### src/rtl/wash_phase_timer_if.sv
// Controller <-> wash phase timer bundle: valve/motor commands, level sample, config, status flags.
// Latency: none (plain wires).
// Backpressure: none; all signals are level-sampled every clk.
interface wash_phase_timer_if;
    logic        tick_en;
    logic        motor_on;
    logic        drain_value_on;
    logic        fill_value_on;
    logic [7:0]  level;
    logic [15:0] cfg_cycle_ticks;
    logic [15:0] cfg_spin_ticks;
    logic [15:0] cfg_fill_limit;
    logic        filled;
    logic        drained;
    logic        cycle_timeout;
    logic        spin_timeout;
    logic        fault;

    // Controller side drives commands and config, observes status.
    modport master (
        output tick_en, motor_on, drain_value_on, fill_value_on, level,
               cfg_cycle_ticks, cfg_spin_ticks, cfg_fill_limit,
        input  filled, drained, cycle_timeout, spin_timeout, fault
    );

    // Timer side consumes commands and config, produces status.
    modport slave (
        input  tick_en, motor_on, drain_value_on, fill_value_on, level,
               cfg_cycle_ticks, cfg_spin_ticks, cfg_fill_limit,
        output filled, drained, cycle_timeout, spin_timeout, fault
    );
endinterface

### src/rtl/wash_phase_timer.sv
// Washer phase timing: debounced full/empty flags, wash/spin duration timers, sticky fill watchdog.
// Latency: flags after DEBOUNCE clks; timeouts registered one clk after the terminal tick.
// Backpressure: none; outputs are levels, inputs sampled every clk, no stall path.
module wash_phase_timer #(
    parameter logic [7:0] FULL_LEVEL  = 8'd200,
    parameter logic [7:0] EMPTY_LEVEL = 8'd8,
    parameter int         DEBOUNCE    = 4
) (
    input  logic               clk,
    input  logic               reset,
    wash_phase_timer_if.slave  bus
);

    // A debounce of 0 behaves like 1 (flag follows the very next sample).
    localparam int unsigned DB = (DEBOUNCE < 1) ? 1 : DEBOUNCE;
    localparam int          CW = $clog2(DB + 1);
    localparam logic [CW-1:0] DB_LAST = CW'(DB - 1);

    typedef enum logic [2:0] {
        IDLE      = 3'd0,
        WASH_RUN  = 3'd1,
        WASH_DONE = 3'd2,
        SPIN_RUN  = 3'd3,
        SPIN_DONE = 3'd4
    } phase_t;

    phase_t        state;
    logic [15:0]   run_cnt;
    logic [15:0]   run_lim;
    logic [15:0]   run_cnt_inc;
    logic [15:0]   wd_cnt;
    logic [15:0]   wd_next;
    logic [CW-1:0] full_cnt;
    logic [CW-1:0] empty_cnt;
    logic          full_now;
    logic          empty_now;
    logic          filled_q;
    logic          drained_q;
    logic          cycle_to_q;
    logic          spin_to_q;
    logic          fault_q;

    assign full_now    = (bus.level >= FULL_LEVEL);
    assign empty_now   = (bus.level <= EMPTY_LEVEL);
    assign run_cnt_inc = run_cnt + 16'd1;

    // Full flag: flips only after DB consecutive samples disagreeing with it.
    always_ff @(posedge clk or negedge reset) begin
        if (!reset) begin
            filled_q <= 1'b0;
            full_cnt <= '0;
        end else if (full_now == filled_q) begin
            full_cnt <= '0;
        end else if (full_cnt == DB_LAST) begin
            filled_q <= full_now;
            full_cnt <= '0;
        end else begin
            full_cnt <= full_cnt + 1'b1;
        end
    end

    // Empty flag: same rule; the level thresholds keep it exclusive with filled.
    always_ff @(posedge clk or negedge reset) begin
        if (!reset) begin
            drained_q <= 1'b0;
            empty_cnt <= '0;
        end else if (empty_now == drained_q) begin
            empty_cnt <= '0;
        end else if (empty_cnt == DB_LAST) begin
            drained_q <= empty_now;
            empty_cnt <= '0;
        end else begin
            empty_cnt <= empty_cnt + 1'b1;
        end
    end

    // Phase FSM: one shared tick counter, limit latched at run entry, exit beats a coincident tick.
    always_ff @(posedge clk or negedge reset) begin
        if (!reset) begin
            state      <= IDLE;
            run_cnt    <= 16'd0;
            run_lim    <= 16'd1;
            cycle_to_q <= 1'b0;
            spin_to_q  <= 1'b0;
        end else begin
            case (state)
                IDLE: begin
                    cycle_to_q <= 1'b0;
                    spin_to_q  <= 1'b0;
                    if (bus.motor_on) begin
                        state   <= WASH_RUN;
                        run_cnt <= 16'd0;
                        run_lim <= (bus.cfg_cycle_ticks == 16'd0) ? 16'd1 : bus.cfg_cycle_ticks;
                    end else if (bus.drain_value_on && drained_q) begin
                        state   <= SPIN_RUN;
                        run_cnt <= 16'd0;
                        run_lim <= (bus.cfg_spin_ticks == 16'd0) ? 16'd1 : bus.cfg_spin_ticks;
                    end
                end
                WASH_RUN: begin
                    if (!bus.motor_on) begin
                        state <= IDLE;
                    end else if (bus.tick_en) begin
                        run_cnt <= run_cnt_inc;
                        if (run_cnt_inc == run_lim) begin
                            state      <= WASH_DONE;
                            cycle_to_q <= 1'b1;
                        end
                    end
                end
                WASH_DONE: begin
                    if (!bus.motor_on) begin
                        state      <= IDLE;
                        cycle_to_q <= 1'b0;
                    end
                end
                SPIN_RUN: begin
                    if (!bus.drain_value_on) begin
                        state <= IDLE;
                    end else if (bus.tick_en) begin
                        run_cnt <= run_cnt_inc;
                        if (run_cnt_inc == run_lim) begin
                            state     <= SPIN_DONE;
                            spin_to_q <= 1'b1;
                        end
                    end
                end
                SPIN_DONE: begin
                    if (!bus.drain_value_on) begin
                        state     <= IDLE;
                        spin_to_q <= 1'b0;
                    end
                end
                default: begin
                    state      <= IDLE;
                    cycle_to_q <= 1'b0;
                    spin_to_q  <= 1'b0;
                end
            endcase
        end
    end

    // Next watchdog count: cleared while not filling or once full, saturating tick count otherwise.
    always_comb begin
        wd_next = wd_cnt;
        if (!bus.fill_value_on || filled_q) begin
            wd_next = 16'd0;
        end else if (bus.tick_en && (wd_cnt != 16'hFFFF)) begin
            wd_next = wd_cnt + 16'd1;
        end
    end

    // Watchdog register and sticky fault; fault raises on the tick that reaches the limit.
    always_ff @(posedge clk or negedge reset) begin
        if (!reset) begin
            wd_cnt  <= 16'd0;
            fault_q <= 1'b0;
        end else begin
            wd_cnt <= wd_next;
            if ((bus.cfg_fill_limit != 16'd0) && (wd_next >= bus.cfg_fill_limit)) begin
                fault_q <= 1'b1;
            end
        end
    end

    assign bus.filled        = filled_q;
    assign bus.drained       = drained_q;
    assign bus.cycle_timeout = cycle_to_q;
    assign bus.spin_timeout  = spin_to_q;
    assign bus.fault         = fault_q;

endmodule

### src/flat_wrapper.sv
// flat-port wrapper written by rule: the top's interface ports become plain ports
module wash_phase_timer_flat 
#(
    parameter logic [7:0] FULL_LEVEL  = 8'd200,
    parameter logic [7:0] EMPTY_LEVEL = 8'd8,
    parameter int         DEBOUNCE    = 4
)
  (clk, reset, bus_tick_en, bus_motor_on, bus_drain_value_on, bus_fill_value_on, bus_level, bus_cfg_cycle_ticks, bus_cfg_spin_ticks, bus_cfg_fill_limit, bus_filled, bus_drained, bus_cycle_timeout, bus_spin_timeout, bus_fault);
  wash_phase_timer_if bus_i ();
  input  logic clk;
  input  logic reset;
  input wire logic [$bits(bus_i.tick_en)-1:0] bus_tick_en;
  input wire logic [$bits(bus_i.motor_on)-1:0] bus_motor_on;
  input wire logic [$bits(bus_i.drain_value_on)-1:0] bus_drain_value_on;
  input wire logic [$bits(bus_i.fill_value_on)-1:0] bus_fill_value_on;
  input wire logic [$bits(bus_i.level)-1:0] bus_level;
  input wire logic [$bits(bus_i.cfg_cycle_ticks)-1:0] bus_cfg_cycle_ticks;
  input wire logic [$bits(bus_i.cfg_spin_ticks)-1:0] bus_cfg_spin_ticks;
  input wire logic [$bits(bus_i.cfg_fill_limit)-1:0] bus_cfg_fill_limit;
  output wire logic [$bits(bus_i.filled)-1:0] bus_filled;
  output wire logic [$bits(bus_i.drained)-1:0] bus_drained;
  output wire logic [$bits(bus_i.cycle_timeout)-1:0] bus_cycle_timeout;
  output wire logic [$bits(bus_i.spin_timeout)-1:0] bus_spin_timeout;
  output wire logic [$bits(bus_i.fault)-1:0] bus_fault;
  assign bus_i.tick_en = bus_tick_en;
  assign bus_i.motor_on = bus_motor_on;
  assign bus_i.drain_value_on = bus_drain_value_on;
  assign bus_i.fill_value_on = bus_fill_value_on;
  assign bus_i.level = bus_level;
  assign bus_i.cfg_cycle_ticks = bus_cfg_cycle_ticks;
  assign bus_i.cfg_spin_ticks = bus_cfg_spin_ticks;
  assign bus_i.cfg_fill_limit = bus_cfg_fill_limit;
  assign bus_filled = bus_i.filled;
  assign bus_drained = bus_i.drained;
  assign bus_cycle_timeout = bus_i.cycle_timeout;
  assign bus_spin_timeout = bus_i.spin_timeout;
  assign bus_fault = bus_i.fault;
  wash_phase_timer #(.FULL_LEVEL(FULL_LEVEL), .EMPTY_LEVEL(EMPTY_LEVEL), .DEBOUNCE(DEBOUNCE)) u_core (.clk(clk), .reset(reset), .bus(bus_i));
endmodule
### config.mk
export PLATFORM = sky130hd
export DESIGN_NAME = wash_phase_timer_flat
export DESIGN_NICKNAME = d
export VERILOG_FILES = /design/src/rtl/wash_phase_timer_if.sv /design/src/rtl/wash_phase_timer.sv /design/src/flat_wrapper.sv
export SDC_FILE = /design/constraint.sdc
export NUM_CORES = 1
export LEC_CHECK = 0
export ABC_AREA = 1
export CORE_MARGIN = 3
export CORE_UTILIZATION = 55
export DETAILED_ROUTE_END_ITERATION = 16
export PLACE_DENSITY = 0.85
export SYNTH_ARGS = -nofsm -noshare
export SYNTH_HDL_FRONTEND = slang
export SYNTH_SLANG_ARGS = --single-unit
### constraint.sdc
create_clock -name clk -period 3.7 [get_ports clk]
set_input_delay 0.555 -clock clk [delete_from_list [all_inputs] [get_ports clk]]
set_output_delay 0.555 -clock clk [all_outputs]
set_load 0.05 [all_outputs]
* Word-level counts from Yosys, hierarchy flattened
Cells that the tools add are included.
Widths: inputs -> output; s select.
** Word-level totals
- Bits of input ports :: 62
- Flip-flop bits (word level) :: 62
- Word-level logic and storage cells :: 100
- Output and inout port bits :: 5
** Cells by class
- Add/subtract/negate cells :: 4
- Order comparisons :: 3
- Eq/ne operators :: 23
- Multiplexer cells :: 35
- Bitwise gates (word level) :: 4
- Reduce and logical (&&, ||, !) cells :: 20
** Operators with widths (number)
- $mux 16 :: 11
- $pmux 16 s3 :: 1
- $mux 3 :: 14
- $add 16x1->16 const B :: 2
- $logic_not 16->1 :: 2
- $eq 16x16->1 :: 1
- $ge 16x16->1 :: 1
- $ne 16x16->1 const B :: 1
- $reduce_bool 16->1 :: 1
- $pmux 3 s5 :: 1
- $eq 3x2->1 const B :: 4
- $ne 2x2->1 const B :: 6
- $reduce_and 5->1 :: 2
- $ne 3x2->1 const B :: 3
- $ge 8x8->1 const B :: 1
- $le 8x4->1 const B :: 1
- $reduce_and 7->1 :: 1
- $add 3x1->3 const B :: 2
- $mux 1 :: 6
- $ne 3x3->1 const B :: 2
- $pmux 1 s3 :: 2
- $reduce_and 2->1 :: 3
- $ne 2x1->1 const B :: 2
- $not 1->1 :: 4
- other kinds (11) :: 15

* Longest topological paths before layout
- Word-level depth :: 6
- Mapped depth :: 24
- Depth with buffers taken out :: 24

* Worst setup path after synthesis
Ideal clock, no wire load.
- Path type :: reg2reg
- From :: register u_core.wd_cnt[0]
- To :: register u_core.fault_q (netlist: u_core.bus.fault)
- Period minus slack after synthesis :: 2.588 ns
- Arrival :: 2.471 ns
- Data required time :: 3.583 ns
- Stages on the path, launching flop included :: 24
- Setup time :: 0.117 ns
- Slack :: 1.112 ns
- Path buffers :: 0
- Cell sequence :: dfrtp_1 > ha_1 > inv_1 > nor3_2 > nand3_1 > nor2_2 > nand2_2 > nand2_4 > nor2_1 > nor3_2 > inv_1 > ha_1 > o21ai_0 > a21oi_1 > nor2_1 > o21ai_0 > nand2_1 > nand2_1 > nand2_1 > nand2_1 > nand2_1 > nand2_1 > nand2_1 > nand2_1
** On the way
- Cells in the longest elaborated chain, start to end :: 6
- Elaborated cells between the ends (all ways) :: 7
- Classes of those cells :: add/sub (1); order compare (1); eq/ne (1); mux (2); reduce/logical (2)
** Ends and longest elaborated chain
- from (decl) :: line wash_phase_timer.sv:31 : logic [15:0] wd_cnt;
- from (signal assigned) :: line wash_phase_timer.sv:159 : wd_cnt <= wd_next;
- branches (longest 2 deep; another with $add 16x1->16)
- $mux 16 (*) :: line wash_phase_timer.sv:148 : end else if (bus.tick_en && (wd_cnt != 16'hFFFF)) begin
- $mux 16 (*) :: line wash_phase_timer.sv:146 : if (!bus.fill_value_on || filled_q) begin
- via u_core.wd_next[0] :: line wash_phase_timer.sv:32 : logic [15:0] wd_next;
- $ge 16x16->1 (*) :: line wash_phase_timer.sv:160 : if ((bus.cfg_fill_limit != 16'd0) && (wd_next >= bus.cfg_fill_limit)) begin
- $logic_and 1x1->1 (*) :: line wash_phase_timer.sv:160
- to (signal assigned) :: line wash_phase_timer.sv:157 : fault_q <= 1'b0;
- to (signal assigned) :: line wash_phase_timer.sv:161 : fault_q <= 1'b1;
- to (decl) :: line wash_phase_timer.sv:41 : logic fault_q;
Mark *: on every way through the listed nets, which the timed path passes.
A chain may end at the register's enable or synchronous reset.

* Worst setup path after layout
Same ends and word-level chain as after synthesis.

==> impl_metrics.ini <==
[layout]
num-fill-cells = 617
area_growth_pct = 23.4
final_layout_size_suffix_gt1_share_pct = 8.27
n_antenna_cell = 0
final_nets = 766
fin_area_um2 = 5340

[clock_tree]
clkSlewWorstSetupHoldPaths_ps = 80
ctsResizeCount = 0
cts_tree = built
clk-insertion-delay-late_ps = 340
root_buffer = clkbuf_8
hold_buffers = 0
clockBufferDepth = 2
cts_setup_buffers = 0
cts_made_buffers = 9
h-tree-depth = 3
numClockSinks = 62

[yosys]
synth_top_area_share_pct = 35.3
synth_cell_types = 39
synthesis.nets = 690
synth_area_leader_cell = dfrtp_1
ys_seq_area_share_pct = 35.9
yosysMostFrequentCell = nand2_1
ys_top_cells_by_area = dfrtp_1, nand2_1, inv_1
synth.avg_cell_area_um2 = 7.12
ys_warn_count = 0
synth-edff-count = 0
ys_top_cells_by_count = nand2_1, inv_1, dfrtp_1
syn_area_um2 = 4330
synth-seq-cells = 62
synthArstFlopShare_pct = 100
syn_inst = 608
synth_ff_type = dfrtp_1

[floorplanning]
core_um2 = 7450
die_h_um = 94.7
io_pins = 67
die-width_um = 94.7
initial_utilization_pct = 58.1
die_area_um2 = 8970
rows = 31

[power_and_ir_drop]
switching_share_pct = 40.5
p_switching_mw = 1.07
clock_power_share_pct = 26.1
combPwrFrac_pct = 38.2
power_frac_seq_pct = 35.7
p_leak_nw = 2.45
ir_drop_mv = 0.498
pwr_density_cell_nw_per_um2 = 493
p_int_mw = 1.57

[placement]
dp_hpwl_um = 9460
dpl_cell_area_um2 = 5120
gp_congestion = 0.976
port_buffers = 66

[timing]
tightest_slew_ps = 951
max_freq_ghz = 0.325
setup_viol_count_final = 0
slew_headroom_pct = 36.6
rsz0062_at_grt = no
fin_hold_ws_ps = 351
period_share_pct = 83.3
finalMaxSlewViolations = 0
final.setup.tns_ps = 0
period_needed_ps = 3080
finalHoldViolCount = 0
skew_ps = 8.65

[global_routing]
grt_max_degree = 41
grt_use_total_pct = 28.9
grt_pass1_wl_um = 20500
first_global_vias = 4558
globalRoute.totalOverflow = 0
antenna_found_initial = 0

[routing]
via_per_inst = 5.62
drtPass1Iterations = 5
vias = 4432
route.detailed.drc = 0
routedWlPerCell_um = 15.4
ant_nets = 0
drt-initial-drc-count = 286
wl_um = 12200

[status]
status = finished clean

[min_path]
min_path_type = primary input to asynchronous set/reset pin

[setup_path]
startpoint_type = flip-flop
path_class = flip-flop to flip-flop
cp_data_arrival_time_ps = 3320
worstSetupEndpointType = flip-flop
rr_worst_depth = 23
critPathRequiredTime_ps = 3940
worstPathMaxFanout = 8

[flow_run]
max_cap_violations = 0
-- cell usage in the layout, fill, tap and decap left out, types with 2 or more instances in the layout --
cell	n
nor3_1	18
nor3_2	2
nor3b_1	3
inv_1	92
nor3_4	2
a31oi_1	2
nand4_1	12
nor4_1	15
a22oi_1	12
nor2_1	42
dfrtp_1	61
a211oi_1	2
nand3_1	51
clkdlybuf4s50_1	65
clkbuf_8	9
a21oi_1	39
nor2_2	6
nand3b_1	2
nand2_2	11
inv_2	2
xnor2_1	2
a41oi_1	2
o22ai_1	13
nor2_4	7
clkinvlp_4	2
o21ai_0	20
ha_1	20
buf_4	6
xor2_1	4
bufinv_16	2
o21a_1	2
nand2_1	148
-- layout make-up --
type	instances	area, um2	area share, %
repair buffers	72	701	13.1
multi-input cells	444	2390	44.7
clock inverters	7	97.6	1.83
well taps	99	124	2.32
inverters	95	357	6.68
clock buffers	9	124	2.32
flip-flops and latches	62	1550	29.1
-- critical path: stages, from the launching register on --
cell     delay [ps]
dfrtp_1         420
ha_1            220
inv_1            80
nor3_2          240
nand3_1         120
nor2_2          170
nand2_2          90
nand2_4         110
nor2_1           70
nor3_2          200
inv_1            70
ha_1            280
o21ai_0         180
a21oi_1          90
nor2_1          100
o21ai_0         110
nand2_1          70
nand2_1          50
nand2_1          60
nand2_1          50
nand2_1          60
nand2_1          40
nand2_1          50
nand2_1          50
-- cell families (layout without fill, tap and decap cells) --
group | Yosys count | count (layout) | synth area share, %
AOI/OAI and AO/OA | 97 | 97 | 13.0
buffers and inverters | 102 | 183 | 9.02
adders and majority gates | 20 | 20 | 5.78
xor gates and xnor gates | 6 | 6 | 1.21
DFF | 62 | 62 | 35.9
and+or+nand+nor | 321 | 321 | 35.1
-- metal layers --
| metal | up-vias | track usage [%] | part of all wire [%] |
|---|---|---|---|
| li1 | 2196 | - | - |
| met1 | 2066 | 36.4 | 43 |
| met2 | 145 | 48.4 | 48 |
| met3 | 25 | 7.41 | 6.6 |
| met4 | 0 | 9.38 | 1.9 |
| met5 | - | 0 | 0 |
-- registers in the layout (all words and copies together), names as in the netlist --
name,count
u_core.bus.drained,1
u_core.bus.filled,1
u_core.run_lim,16
u_core.run_cnt,16
u_core.bus.cycle_timeout,1
u_core.full_cnt,3
u_core.wd_cnt,16
u_core.bus.spin_timeout,1
u_core.empty_cnt,3
u_core.state,3
u_core.bus.fault,1
-- per-stage QoR --
step	cells	utilization (%)	setup WS (ps)	total power, mW
after floorplan	608	-	1110	1.60
after global placement	772	68.8	657	1.90
after detailed placement	772	68.8	516	1.94
after CTS	788	71.7	665	2.62
after global routing	788	71.7	352	2.82
final	788	71.7	620	2.64
-- final timing paths --
| path | startpoint | to | slack (ps) |
|---|---|---|---|
| min in group clk | u_core.full_cnt[0] | u_core.full_cnt[0] | 440 |
| min | reset | u_core.bus.filled | 350 |
| max reg2reg | u_core.wd_cnt[0] | u_core.bus.fault | 620 |
| max | u_core.wd_cnt[0] | u_core.bus.fault | 620 |
| max in group asynchronous | reset | u_core.run_lim[0] | 2550 |
| min reg2reg | u_core.full_cnt[0] | u_core.full_cnt[0] | 440 |
-- power by group through the flow --
| stage | Combinational (mW) | Clock (mW) | Sequential [mW] |
|---|---|---|---|
| after floorplan | 0.657 | 0 | 0.948 |
| after global placement | 0.955 | 0 | 0.943 |
| after CTS | 0.993 | 0.687 | 0.939 |
| after detailed placement | 0.988 | 0 | 0.950 |
| final | 1.01 | 0.687 | 0.942 |
| after global routing | 1.14 | 0.721 | 0.958 |
Power figures use the tool's default switching activity.
